<file path="config.mk">
export PLATFORM = sky130hd
export DESIGN_NAME = ray_setup_recip_flat
export DESIGN_NICKNAME = d
export VERILOG_FILES = /design/src/rtl/ray_setup_recip_if.sv /design/src/rtl/ray_setup_recip.sv /design/src/flat_wrapper.sv
export SDC_FILE = /design/constraint.sdc
export NUM_CORES = 1
export LEC_CHECK = 0
export BUFFER_PORTS_ARGS = -buffer_cell sky130_fd_sc_hd__buf_2
export CAP_MARGIN = 25
export CORE_AREA = 4 4 218 306
export DETAILED_ROUTE_END_ITERATION = 10
export DIE_AREA = 0 0 222 310
export PLACE_DENSITY_LB_ADDON = 0.1
export SETUP_SLACK_MARGIN = 0.4
export SLEW_MARGIN = 20
export SYNTH_ARGS = -nofsm -noshare
export SYNTH_HDL_FRONTEND = slang
export SYNTH_SLANG_ARGS = --single-unit
</file>
<file path="constraint.sdc">
create_clock -name clk -period 7.8 [get_ports clk]
set_clock_uncertainty 0.05 [all_clocks]
set_input_delay 0 -clock clk [delete_from_list [all_inputs] [get_ports clk]]
set_output_delay 0 -clock clk [all_outputs]
set_load 0.02 [all_outputs]
</file>
<file path="src/rtl/ray_setup_recip_if.sv">
// Ray-setup handshake bundle.
// Upstream side: in_valid/in_ready with tag, origin and direction (Q16.16 signed).
// Downstream side: out_valid/out_ready with tag, origin, inverse direction and
// per-axis zero/saturation flags.
// The block itself uses the slave modport; the environment uses the master modport.
interface ray_setup_recip_if #(
  parameter int W     = 32,
  parameter int TAG_W = 8
);
  logic                    in_valid;
  logic                    in_ready;
  logic        [TAG_W-1:0] in_tag;
  logic signed [W-1:0]     in_ox;
  logic signed [W-1:0]     in_oy;
  logic signed [W-1:0]     in_oz;
  logic signed [W-1:0]     in_dx;
  logic signed [W-1:0]     in_dy;
  logic signed [W-1:0]     in_dz;

  logic                    out_valid;
  logic                    out_ready;
  logic        [TAG_W-1:0] out_tag;
  logic signed [W-1:0]     out_ox;
  logic signed [W-1:0]     out_oy;
  logic signed [W-1:0]     out_oz;
  logic signed [W-1:0]     out_inv_dx;
  logic signed [W-1:0]     out_inv_dy;
  logic signed [W-1:0]     out_inv_dz;
  logic        [2:0]       out_zero;
  logic        [2:0]       out_sat;

  modport master (
    output in_valid, in_tag, in_ox, in_oy, in_oz, in_dx, in_dy, in_dz, out_ready,
    input  in_ready, out_valid, out_tag, out_ox, out_oy, out_oz,
           out_inv_dx, out_inv_dy, out_inv_dz, out_zero, out_sat
  );

  modport slave (
    input  in_valid, in_tag, in_ox, in_oy, in_oz, in_dx, in_dy, in_dz, out_ready,
    output in_ready, out_valid, out_tag, out_ox, out_oy, out_oz,
           out_inv_dx, out_inv_dy, out_inv_dz, out_zero, out_sat
  );
endinterface

</file>
<file path="src/rtl/ray_setup_recip.sv">
// Ray setup ahead of the AABB slab test.
// Takes one ray (tag, origin, direction) per transaction and produces the
// per-axis reciprocal of the direction in Q16.16, so the slab test only multiplies.
// Three restoring dividers (one per axis) run in lockstep, one quotient bit per
// cycle, 33 iterations for floor(2^32 / |d|).
// Ports:
//   clk   - clock
//   rst_n - synchronous active-low reset; discards any ray in flight
//   rs    - ray_setup_recip_if.slave: in_* ray input with in_valid/in_ready,
//           out_* result with out_valid/out_ready, out_zero/out_sat flags
//           (bit0=x, bit1=y, bit2=z)
module ray_setup_recip #(
  parameter int W     = 32,
  parameter int FRAC  = 16,
  parameter int TAG_W = 8
) (
  input  logic                clk,
  input  logic                rst_n,
  ray_setup_recip_if.slave    rs
);

  localparam int           QW      = W + 1;
  localparam logic [5:0]   LAST_IT = 6'(2 * FRAC);
  localparam logic [W-1:0] MAX_POS = {1'b0, {(W-1){1'b1}}};

  typedef enum logic [1:0] {IDLE, DIV, HOLD} state_t;

  // Unsigned magnitude; the most negative value wraps to 2^(W-1), which is
  // exactly its magnitude when read as unsigned.
  function automatic logic [W-1:0] mag_of(input logic signed [W-1:0] d);
    logic [W-1:0] u;
    u = d;
    return d[W-1] ? (~u + 1'b1) : u;
  endfunction

  function automatic logic recip_sat(input logic [QW-1:0] q, input logic zero);
    return zero || (q > {1'b0, MAX_POS});
  endfunction

  // Clamp the magnitude first, then apply the sign, so negative saturation
  // lands on -MAX_POS rather than the most negative code.
  function automatic logic signed [W-1:0] recip_value(input logic [QW-1:0] q,
                                                      input logic zero,
                                                      input logic neg);
    logic [W-1:0] m;
    m = recip_sat(q, zero) ? MAX_POS : q[W-1:0];
    return neg ? $signed(~m + 1'b1) : $signed(m);
  endfunction

  state_t state_q, state_d;
  logic [5:0] iter_q;
  logic       out_valid_q;
  logic       accept, last, release_hold;

  logic signed [W-1:0] in_d [3];

  logic        [TAG_W-1:0] tag_p0;
  logic signed [W-1:0]     ox_p0, oy_p0, oz_p0;
  logic        [W-1:0]     n_p0 [3];
  logic        [2:0]       neg_p0;
  logic        [2:0]       zero_p0;

  logic [W-1:0]  rem_p1 [3];
  logic [W-1:0]  quo_p1 [3];
  logic [W:0]    trial  [3];
  logic          ge     [3];
  logic [W-1:0]  rem_d  [3];
  logic [QW-1:0] quo_d  [3];

  logic signed [W-1:0] inv_p2 [3];
  logic        [2:0]   zero_p2;
  logic        [2:0]   sat_p2;

  assign in_d[0] = rs.in_dx;
  assign in_d[1] = rs.in_dy;
  assign in_d[2] = rs.in_dz;

  always_ff @(posedge clk) begin
    if (!rst_n) begin
      state_q     <= IDLE;
      iter_q      <= '0;
      out_valid_q <= 1'b0;
    end else begin
      state_q <= state_d;
      if (accept) begin
        iter_q <= '0;
      end else if (state_q == DIV) begin
        iter_q <= iter_q + 1'b1;
      end
      if (last) begin
        out_valid_q <= 1'b1;
      end else if (release_hold) begin
        out_valid_q <= 1'b0;
      end
    end
  end

  always_comb begin
    state_d      = state_q;
    accept       = 1'b0;
    last         = 1'b0;
    release_hold = 1'b0;
    case (state_q)
      IDLE: begin
        if (rs.in_valid) begin
          accept  = 1'b1;
          state_d = DIV;
        end
      end
      DIV: begin
        if (iter_q == LAST_IT) begin
          last    = 1'b1;
          state_d = HOLD;
        end
      end
      HOLD: begin
        if (rs.out_ready) begin
          release_hold = 1'b1;
          state_d      = IDLE;
        end
      end
      default: state_d = IDLE;
    endcase
  end

  // Restoring step: the dividend 2^32 contributes a single 1 on the first
  // iteration and zeros afterwards. The remainder stays below |d| <= 2^31.
  always_comb begin
    for (int a = 0; a < 3; a++) begin
      trial[a] = {rem_p1[a], iter_q == 6'd0};
      ge[a]    = trial[a] >= {1'b0, n_p0[a]};
      rem_d[a] = ge[a] ? W'(trial[a] - {1'b0, n_p0[a]}) : trial[a][W-1:0];
      quo_d[a] = {quo_p1[a], ge[a]};
    end
  end

  always_ff @(posedge clk) begin
    if (!rst_n) begin
      tag_p0  <= '0;
      ox_p0   <= '0;
      oy_p0   <= '0;
      oz_p0   <= '0;
      neg_p0  <= '0;
      zero_p0 <= '0;
      zero_p2 <= '0;
      sat_p2  <= '0;
      for (int a = 0; a < 3; a++) begin
        n_p0[a]   <= '0;
        rem_p1[a] <= '0;
        quo_p1[a] <= '0;
        inv_p2[a] <= '0;
      end
    end else begin
      // p0: capture ray on accept
      if (accept) begin
        tag_p0 <= rs.in_tag;
        ox_p0  <= rs.in_ox;
        oy_p0  <= rs.in_oy;
        oz_p0  <= rs.in_oz;
        for (int a = 0; a < 3; a++) begin
          n_p0[a]    <= mag_of(in_d[a]);
          neg_p0[a]  <= in_d[a][W-1];
          zero_p0[a] <= (in_d[a] == '0);
          rem_p1[a]  <= '0;
          quo_p1[a]  <= '0;
        end
      end
      // p1: one quotient bit per axis per cycle
      if (state_q == DIV) begin
        for (int a = 0; a < 3; a++) begin
          rem_p1[a] <= rem_d[a];
          quo_p1[a] <= quo_d[a][W-1:0];
        end
      end
      // p2: saturate, sign and register the result on the final iteration
      if (last) begin
        zero_p2 <= zero_p0;
        for (int a = 0; a < 3; a++) begin
          inv_p2[a] <= recip_value(quo_d[a], zero_p0[a], neg_p0[a]);
          sat_p2[a] <= recip_sat(quo_d[a], zero_p0[a]);
        end
      end
    end
  end

  assign rs.in_ready   = (state_q == IDLE);
  assign rs.out_valid  = out_valid_q;
  assign rs.out_tag    = tag_p0;
  assign rs.out_ox     = ox_p0;
  assign rs.out_oy     = oy_p0;
  assign rs.out_oz     = oz_p0;
  assign rs.out_inv_dx = inv_p2[0];
  assign rs.out_inv_dy = inv_p2[1];
  assign rs.out_inv_dz = inv_p2[2];
  assign rs.out_zero   = zero_p2;
  assign rs.out_sat    = sat_p2;

endmodule

</file>
<file path="src/flat_wrapper.sv">
// flat-port wrapper written by rule: the top's interface ports become plain ports
module ray_setup_recip_flat 
#(
  parameter int W     = 32,
  parameter int FRAC  = 16,
  parameter int TAG_W = 8
)
  (clk, rst_n, rs_in_valid, rs_in_tag, rs_in_ox, rs_in_oy, rs_in_oz, rs_in_dx, rs_in_dy, rs_in_dz, rs_out_ready, rs_in_ready, rs_out_valid, rs_out_tag, rs_out_ox, rs_out_oy, rs_out_oz, rs_out_inv_dx, rs_out_inv_dy, rs_out_inv_dz, rs_out_zero, rs_out_sat);
  ray_setup_recip_if #(.W(W), .TAG_W(TAG_W)) rs_i ();
  input  logic clk;
  input  logic rst_n;
  input wire logic [$bits(rs_i.in_valid)-1:0] rs_in_valid;
  input wire logic [$bits(rs_i.in_tag)-1:0] rs_in_tag;
  input wire logic [$bits(rs_i.in_ox)-1:0] rs_in_ox;
  input wire logic [$bits(rs_i.in_oy)-1:0] rs_in_oy;
  input wire logic [$bits(rs_i.in_oz)-1:0] rs_in_oz;
  input wire logic [$bits(rs_i.in_dx)-1:0] rs_in_dx;
  input wire logic [$bits(rs_i.in_dy)-1:0] rs_in_dy;
  input wire logic [$bits(rs_i.in_dz)-1:0] rs_in_dz;
  input wire logic [$bits(rs_i.out_ready)-1:0] rs_out_ready;
  output wire logic [$bits(rs_i.in_ready)-1:0] rs_in_ready;
  output wire logic [$bits(rs_i.out_valid)-1:0] rs_out_valid;
  output wire logic [$bits(rs_i.out_tag)-1:0] rs_out_tag;
  output wire logic [$bits(rs_i.out_ox)-1:0] rs_out_ox;
  output wire logic [$bits(rs_i.out_oy)-1:0] rs_out_oy;
  output wire logic [$bits(rs_i.out_oz)-1:0] rs_out_oz;
  output wire logic [$bits(rs_i.out_inv_dx)-1:0] rs_out_inv_dx;
  output wire logic [$bits(rs_i.out_inv_dy)-1:0] rs_out_inv_dy;
  output wire logic [$bits(rs_i.out_inv_dz)-1:0] rs_out_inv_dz;
  output wire logic [$bits(rs_i.out_zero)-1:0] rs_out_zero;
  output wire logic [$bits(rs_i.out_sat)-1:0] rs_out_sat;
  assign rs_i.in_valid = rs_in_valid;
  assign rs_i.in_tag = rs_in_tag;
  assign rs_i.in_ox = rs_in_ox;
  assign rs_i.in_oy = rs_in_oy;
  assign rs_i.in_oz = rs_in_oz;
  assign rs_i.in_dx = rs_in_dx;
  assign rs_i.in_dy = rs_in_dy;
  assign rs_i.in_dz = rs_in_dz;
  assign rs_i.out_ready = rs_out_ready;
  assign rs_in_ready = rs_i.in_ready;
  assign rs_out_valid = rs_i.out_valid;
  assign rs_out_tag = rs_i.out_tag;
  assign rs_out_ox = rs_i.out_ox;
  assign rs_out_oy = rs_i.out_oy;
  assign rs_out_oz = rs_i.out_oz;
  assign rs_out_inv_dx = rs_i.out_inv_dx;
  assign rs_out_inv_dy = rs_i.out_inv_dy;
  assign rs_out_inv_dz = rs_i.out_inv_dz;
  assign rs_out_zero = rs_i.out_zero;
  assign rs_out_sat = rs_i.out_sat;
  ray_setup_recip #(.W(W), .FRAC(FRAC), .TAG_W(TAG_W)) u_core (.clk(clk), .rst_n(rst_n), .rs(rs_i));
endmodule
</file>
After elaboration in Yosys (flattened, before gate mapping)
Memory sizes are Yosys's and may differ from the RTL's.
Index checks and enable logic that the tools add are counted.
{ "totals": {"register_bits": 125, "latchBits": 0, "ramBits": 384, "memories": 4, "romBits": 0} }
{ "op_classes": {"bitwise_logic": 25, "div": 0, "n_mul": 0, "n_reduce_logical": 11, "eq_ne": 6, "add_sub_neg": 10, "n_mux": 52, "n_lt_le_gt_ge": 6, "shift": 0} }
{ "mem_list": {"columns": ["name", "words", "width", "rd", "rd_ports_with_merged_regs", "wr", "line", "rtl"], "rows": [
  ["u_core.inv_p2", 3, 32, 3, 0, 3, "ray_setup_recip.sv:70", "logic signed [W-1:0] inv_p2 [3];"],
  ["u_core.n_p0", 3, 32, 3, 0, 3, "ray_setup_recip.sv:59", "logic [W-1:0] n_p0 [3];"],
  ["u_core.quo_p1", 3, 32, 3, 0, 3, "ray_setup_recip.sv:64", "logic [W-1:0] quo_p1 [3];"],
  ["u_core.rem_p1", 3, 32, 3, 0, 3, "ray_setup_recip.sv:63", "logic [W-1:0] rem_p1 [3];"]
]} }
{ "ops": {"columns": ["operator", "n"], "rows": [
  ["32-bit two-way mux", 30],
  ["32-bit by 1-bit adder with 32-bit output (second input constant)", 6],
  ["32-bit NOT", 6],
  ["33-bit by 32-bit >= comparator with 1-bit output", 3],
  ["33-bit by 31-bit greater-than comparator with 1-bit output (second input constant)", 3],
  ["32-bit logical NOT", 3],
  ["32-bit subtractor", 3],
  ["1-bit two-way mux", 18],
  ["1-bit bitwise OR", 18],
  ["6-bit by 1-bit adder with 6-bit output (second input constant)", 1],
  ["6-bit equality test (second input constant)", 1],
  ["6-bit logical NOT", 1],
  ["2-bit two-way mux", 3],
  ["2-bit one-hot mux with 3 select lines", 1],
  ["2-bit != test (second input constant)", 2],
  ["1-bit logical OR", 3],
  ["3-bit AND reduction", 1],
  ["2-bit by 1-bit equality test with 1-bit output (second input constant)", 1],
  ["2-bit equality test (second input constant)", 1],
  ["2-bit logical NOT", 1],
  ["2-bit by 1-bit != test with 1-bit output (second input constant)", 1],
  ["2-bit nonzero test", 1],
  ["2-bit OR reduction", 1],
  ["1-bit NOT", 1]
]} }

Logic depth before layout (Yosys ltp)
{ "logic_depth": {"ltp_word": 9, "ltp_mapped": 25, "ltp_nobuf": 23} }

Worst setup path before layout
Ideal clock, no wire load.
{ "synth_timing": {"path_type": "reg2reg", "start": "register u_core.state_q[0]", "end": "memory u_core.quo_p1[0][0] (enable)", "arrival_time_ns": 4.497, "setup_ns": 1.540, "path_buffers": 2, "stages_incl_launch_ff": 7, "slack_ns": 1.713, "cell_sequence": "dfxtp_1 > nor2_1 > nand2_1 > and2_1 > clkbuf_1 > clkbuf_1 > nand2_1"} }
{ "synth_rtl": {"columns": ["element", "line", "rtl"], "rows": [
  ["from (decl)", "ray_setup_recip.sv:50", "state_t state_q, state_d;"],
  ["from (signal assigned)", "ray_setup_recip.sv:84", "state_q <= state_d;"],
  ["to (decl)", "ray_setup_recip.sv:64", null]
]} }

==> flow_summary.yaml <==
status:
  status: "completed"
placed_design:
  io_buffer_count: 411
  detailed_place_hpwl_um: 56500
  routabilityCongestion: 0.931
  dpl_cell_area_um2: 31400
  preCtsSetupSlack_ns: 1.84
setup_path:
  critPathRequiredTime_ns: 8.08
  critical_path.n_buffers_inverters: 2
  crit_path_frequent_cell: "sky130_fd_sc_hd__ha_1"
  worstPathMaxFanout: 6
  cp-start-kind: "flip-flop"
  reg2reg_slack_ns: 1.86
  r2r.worst_path.cells: 21
  worst_r2r_end: "u_core.inv_p2[0][94]"
  critical-path-max-stage-delay_ns: 0.72
  cells_along_the_critical_path: "inv_1 -> ha_1 -> nor4b_1 -> nor2b_1 -> inv_1 -> ha_1 -> nand4_1 -> nor3_1 -> a31oi_1 -> o21ai_0 -> a211oi_1 -> o21ai_4 -> nor2_1 -> ha_1 -> nand3_1 -> o31ai_1 -> a21boi_0 -> nand2_1 -> a21oi_1 -> xnor2_1 -> nor2_1"
  regToRegStartpoint: "u_core.iter_q[1]"
  criticalPathCategory: "reg2reg"
  crit_path_end_kind: "flip-flop"
  cp.arrival_ns: 6.22
  slowest_stage: "sky130_fd_sc_hd__nor4b_1"
  cp_top_family: "compound AO/OA/AOI/OAI gates"
min_path:
  timing.hold.worst_path_depth: 4
  min-delay-start: "rs_in_dx[31]"
  timing.hold.worst.class: "in2reg"
  holdPathEnd: "u_core.n_p0[0][11]"
timing:
  final_hold_viol_count: 0
  fin_crit_ns: 5.94
  drv_slew: 0
  max_slew.worst_pin.slew_ns: 0.962
  fin_setup_tns_ns: 0
  final.setup.worst_slack_ns: 1.86
  worst_slew_margin_rel: 0.358
  final.hold.worst_slack_ns: 0.0704
  setup_viol: 0
  final_min_period_over_clock_period: 0.762
  rsz_0062_raised_after_global_routing: "false"
  fmax_mhz: 168
global_route:
  first_pass_grt_wire_length_um: 131000
  grt_max_degree: 146
  grt_usage: 0.230
  first_global_vias: 24800
  grt_antenna_before_repair: 4
  globalRouteOverflowTotal: 0
layout:
  layout-drive-gt1-share: 0.164
  areaGrowthSynthToFinish_pct: 25.3
  most-common-layout-cells: "411 x sky130_fd_sc_hd__buf_2, 384 x sky130_fd_sc_hd__edfxtp_1, 345 x sky130_fd_sc_hd__nor2_1"
  most_frequent_standard_cell_in_the_layout_excluding_fill_and_tap_cells: "sky130_fd_sc_hd__buf_2"
  seqCellArea_um2: 14000
  num-fill-cells: 5661
  final_cell_area_um2: 35800
  multi_input_comb_area_um2: 13500
  num-nets-final: 3840
pwr:
  p_clk_frac: 0.324
  net_sw_frac: 0.315
  switching_power_uw: 2560
  power.leakage_uw: 0.0152
  p_int_uw: 5570
  post-layout-total-power_uw: 8130
  power_density_nw_per_um2: 227
  comb_power_share: 0.273
  vdd_ir_drop_max_v: 0.000170
  seqPwrFrac: 0.404
clock_network:
  path_clk_slew_ns: 0.06
  clk_root_buffer_cell: "sky130_fd_sc_hd__clkbuf_16"
  clock_insertion_delay_worst_skew_ns: 0.61
  cts_hold_buf: 258
  htree_levels: 2
  cts_buffers: 53
  cts_tree: "built"
  cts.path.max_buffers: 3
  postCtsResizedCells: 0
  cts_num_sinks: 509
  post_cts_setup_buffer_count: 0
logic_synthesis:
  synth.ff_latch_count: 509
  ys_warn_count: 0
  synth_fp_nets: 3246
  seq_area_frac_synth: 0.491
  syn_area_per_cell_um2: 9.74
  postSynthCellCount: 2935
  syn_area_um2: 28600
  ys_types: 84
  synthFlopType: "sky130_fd_sc_hd__edfxtp_1"
  synth-edff-count: 384
  postSynth.asyncResetShare: 0
detailed_routing:
  antenna_violating_nets_post_route: 0
  vias_per_cell: 5.60
  via_count: 24700
  detail_route.wirelength_um: 81900
  post-route-drc-count: 0
  detail_route.first_pass.iterations: 6
  post_drt_wl_per_cell_um: 18.6
  violation_count_after_the_first_detailed_routing_iteration: 1497
floorplanning:
  fp.coreArea_um2: 63900
  initial_utilization: 0.448
  height_of_the_die_um: 310
  die_area_um2: 68800
  num_rows: 110
  design.portCount: 412
  fp.dieW_um: 222
flow_run:
  cap_violations: 0
==> kinds of logic after synthesis <==
group / Yosys count / share of synthesized area
AND/OR/NAND/NOR: 1102 / 0.187
buffers and inverters: 290 / 0.0384
flip-flops: 509 / 0.491
adder cells (fa/ha/maj): 107 / 0.0476
XOR/XNOR: 198 / 0.0607
multiplexers: 22 / 0.00788
AO/OA/AOI/OAI: 707 / 0.167
==> how the worst max path moves through the flow <==
stage / slack [ns] / to / cells after the start / startpoint
2_1_floorplan: 1.71 / u_core.quo_p1[0][0] / 6 / u_core.state_q[0]
3_3_place_gp: 1.97 / u_core.inv_p2[0][90] / 21 / u_core.iter_q[0]
3_5_place_dp: 1.84 / u_core.inv_p2[0][94] / 21 / u_core.iter_q[0]
4_1_cts: 1.80 / u_core.inv_p2[0][94] / 21 / u_core.iter_q[0]
5_1_grt: 1.15 / u_core.inv_p2[0][90] / 21 / u_core.iter_q[0]
6_report: 1.86 / u_core.inv_p2[0][94] / 21 / u_core.iter_q[1]
==> cell type report <==
cell class	count	area share
antenna	2	0.000140
clock buffer	69	0.0421
clock inverter	30	0.00849
inverter	131	0.0139
multi-input combinational	2136	0.378
sequential	509	0.392
tap	840	0.0293
timing repair buffer	698	0.136
==> routing by layer <==
| metal | up-vias | wire (um) | track usage |
|---|---|---|---|
| met3 | 161 | 4590 | 0.0380 |
| met2 | 791 | 40900 | 0.415 |
| met5 | - | 11 | 0 |
| met4 | 2 | 3120 | 0.0866 |
| met1 | 11800 | 33300 | 0.276 |
| li1 | 11900 | - | - |
==> flip-flops by register name (all words and copies together) (netlist names) <==
signal,count
u_core.zero_p0,3
u_core.rs.out_zero,3
u_core.rs.out_valid,1
u_core.rs.out_oz,32
u_core.rem_p1,96
u_core.rs.out_tag,8
u_core.n_p0,96
u_core.neg_p0,3
u_core.rs.out_sat,3
u_core.rs.out_ox,32
u_core.state_q,2
u_core.inv_p2,96
u_core.rs.out_oy,32
u_core.iter_q,6
u_core.quo_p1,96
==> per-stage QoR <==
step / util / cells
floorplan: - / 2935
global placement: 0.492 / 4055
detailed placement: 0.492 / 4056
CTS: 0.561 / 4413
global route: 0.561 / 4414
finish: 0.561 / 4415
==> synthesized netlist by cell type (25+ instances only) <==
| library cell | count | share of area |
|---|---|---|
| sky130_fd_sc_hd__a211oi_1 | 30 | 0.0079 |
| sky130_fd_sc_hd__a22o_1 | 109 | 0.033 |
| sky130_fd_sc_hd__clkbuf_1 | 139 | 0.018 |
| sky130_fd_sc_hd__o31ai_1 | 54 | 0.014 |
| sky130_fd_sc_hd__ha_1 | 104 | 0.046 |
| sky130_fd_sc_hd__inv_1 | 130 | 0.017 |
| sky130_fd_sc_hd__a21oi_1 | 175 | 0.031 |
| sky130_fd_sc_hd__and3_1 | 107 | 0.023 |
| sky130_fd_sc_hd__a21o_1 | 28 | 0.0074 |
| sky130_fd_sc_hd__nor2_1 | 346 | 0.045 |
| sky130_fd_sc_hd__o21ai_0 | 139 | 0.024 |
| sky130_fd_sc_hd__nand3_1 | 79 | 0.014 |
| sky130_fd_sc_hd__xnor2_1 | 79 | 0.024 |
| sky130_fd_sc_hd__o21a_1 | 25 | 0.0066 |
| sky130_fd_sc_hd__xor2_1 | 119 | 0.036 |
| sky130_fd_sc_hd__nand2_1 | 267 | 0.035 |
| sky130_fd_sc_hd__nand2b_1 | 28 | 0.0061 |
| sky130_fd_sc_hd__dfxtp_1 | 125 | 0.088 |
| sky130_fd_sc_hd__or3_1 | 60 | 0.013 |
| sky130_fd_sc_hd__edfxtp_1 | 384 | 0.40 |
| sky130_fd_sc_hd__nor3_1 | 56 | 0.0098 |
==> power by group through the flow <==
| stage | Clock [uW] | Combinational, uW | Sequential [uW] |
|---|---|---|---|
| finish | 2630 | 2220 | 3280 |
| global route | 2810 | 2470 | 3310 |
| CTS | 2700 | 2210 | 3280 |
| detailed placement | 0 | 2080 | 3330 |
| global placement | 0 | 2060 | 3330 |
| floorplan | 0 | 1500 | 3370 |
==> worst register-to-register path: cells and delay by family (launching register included) <==
kind,cells,cell delay [ns]
xor+xnor,1,0.14
compound gates,7,2.29
flops,1,0.34
simple gates,8,1.82
fa+ha+maj,3,0.72
buf+inv,2,0.30
No activity file was read; power rests on OpenSTA's default activity.
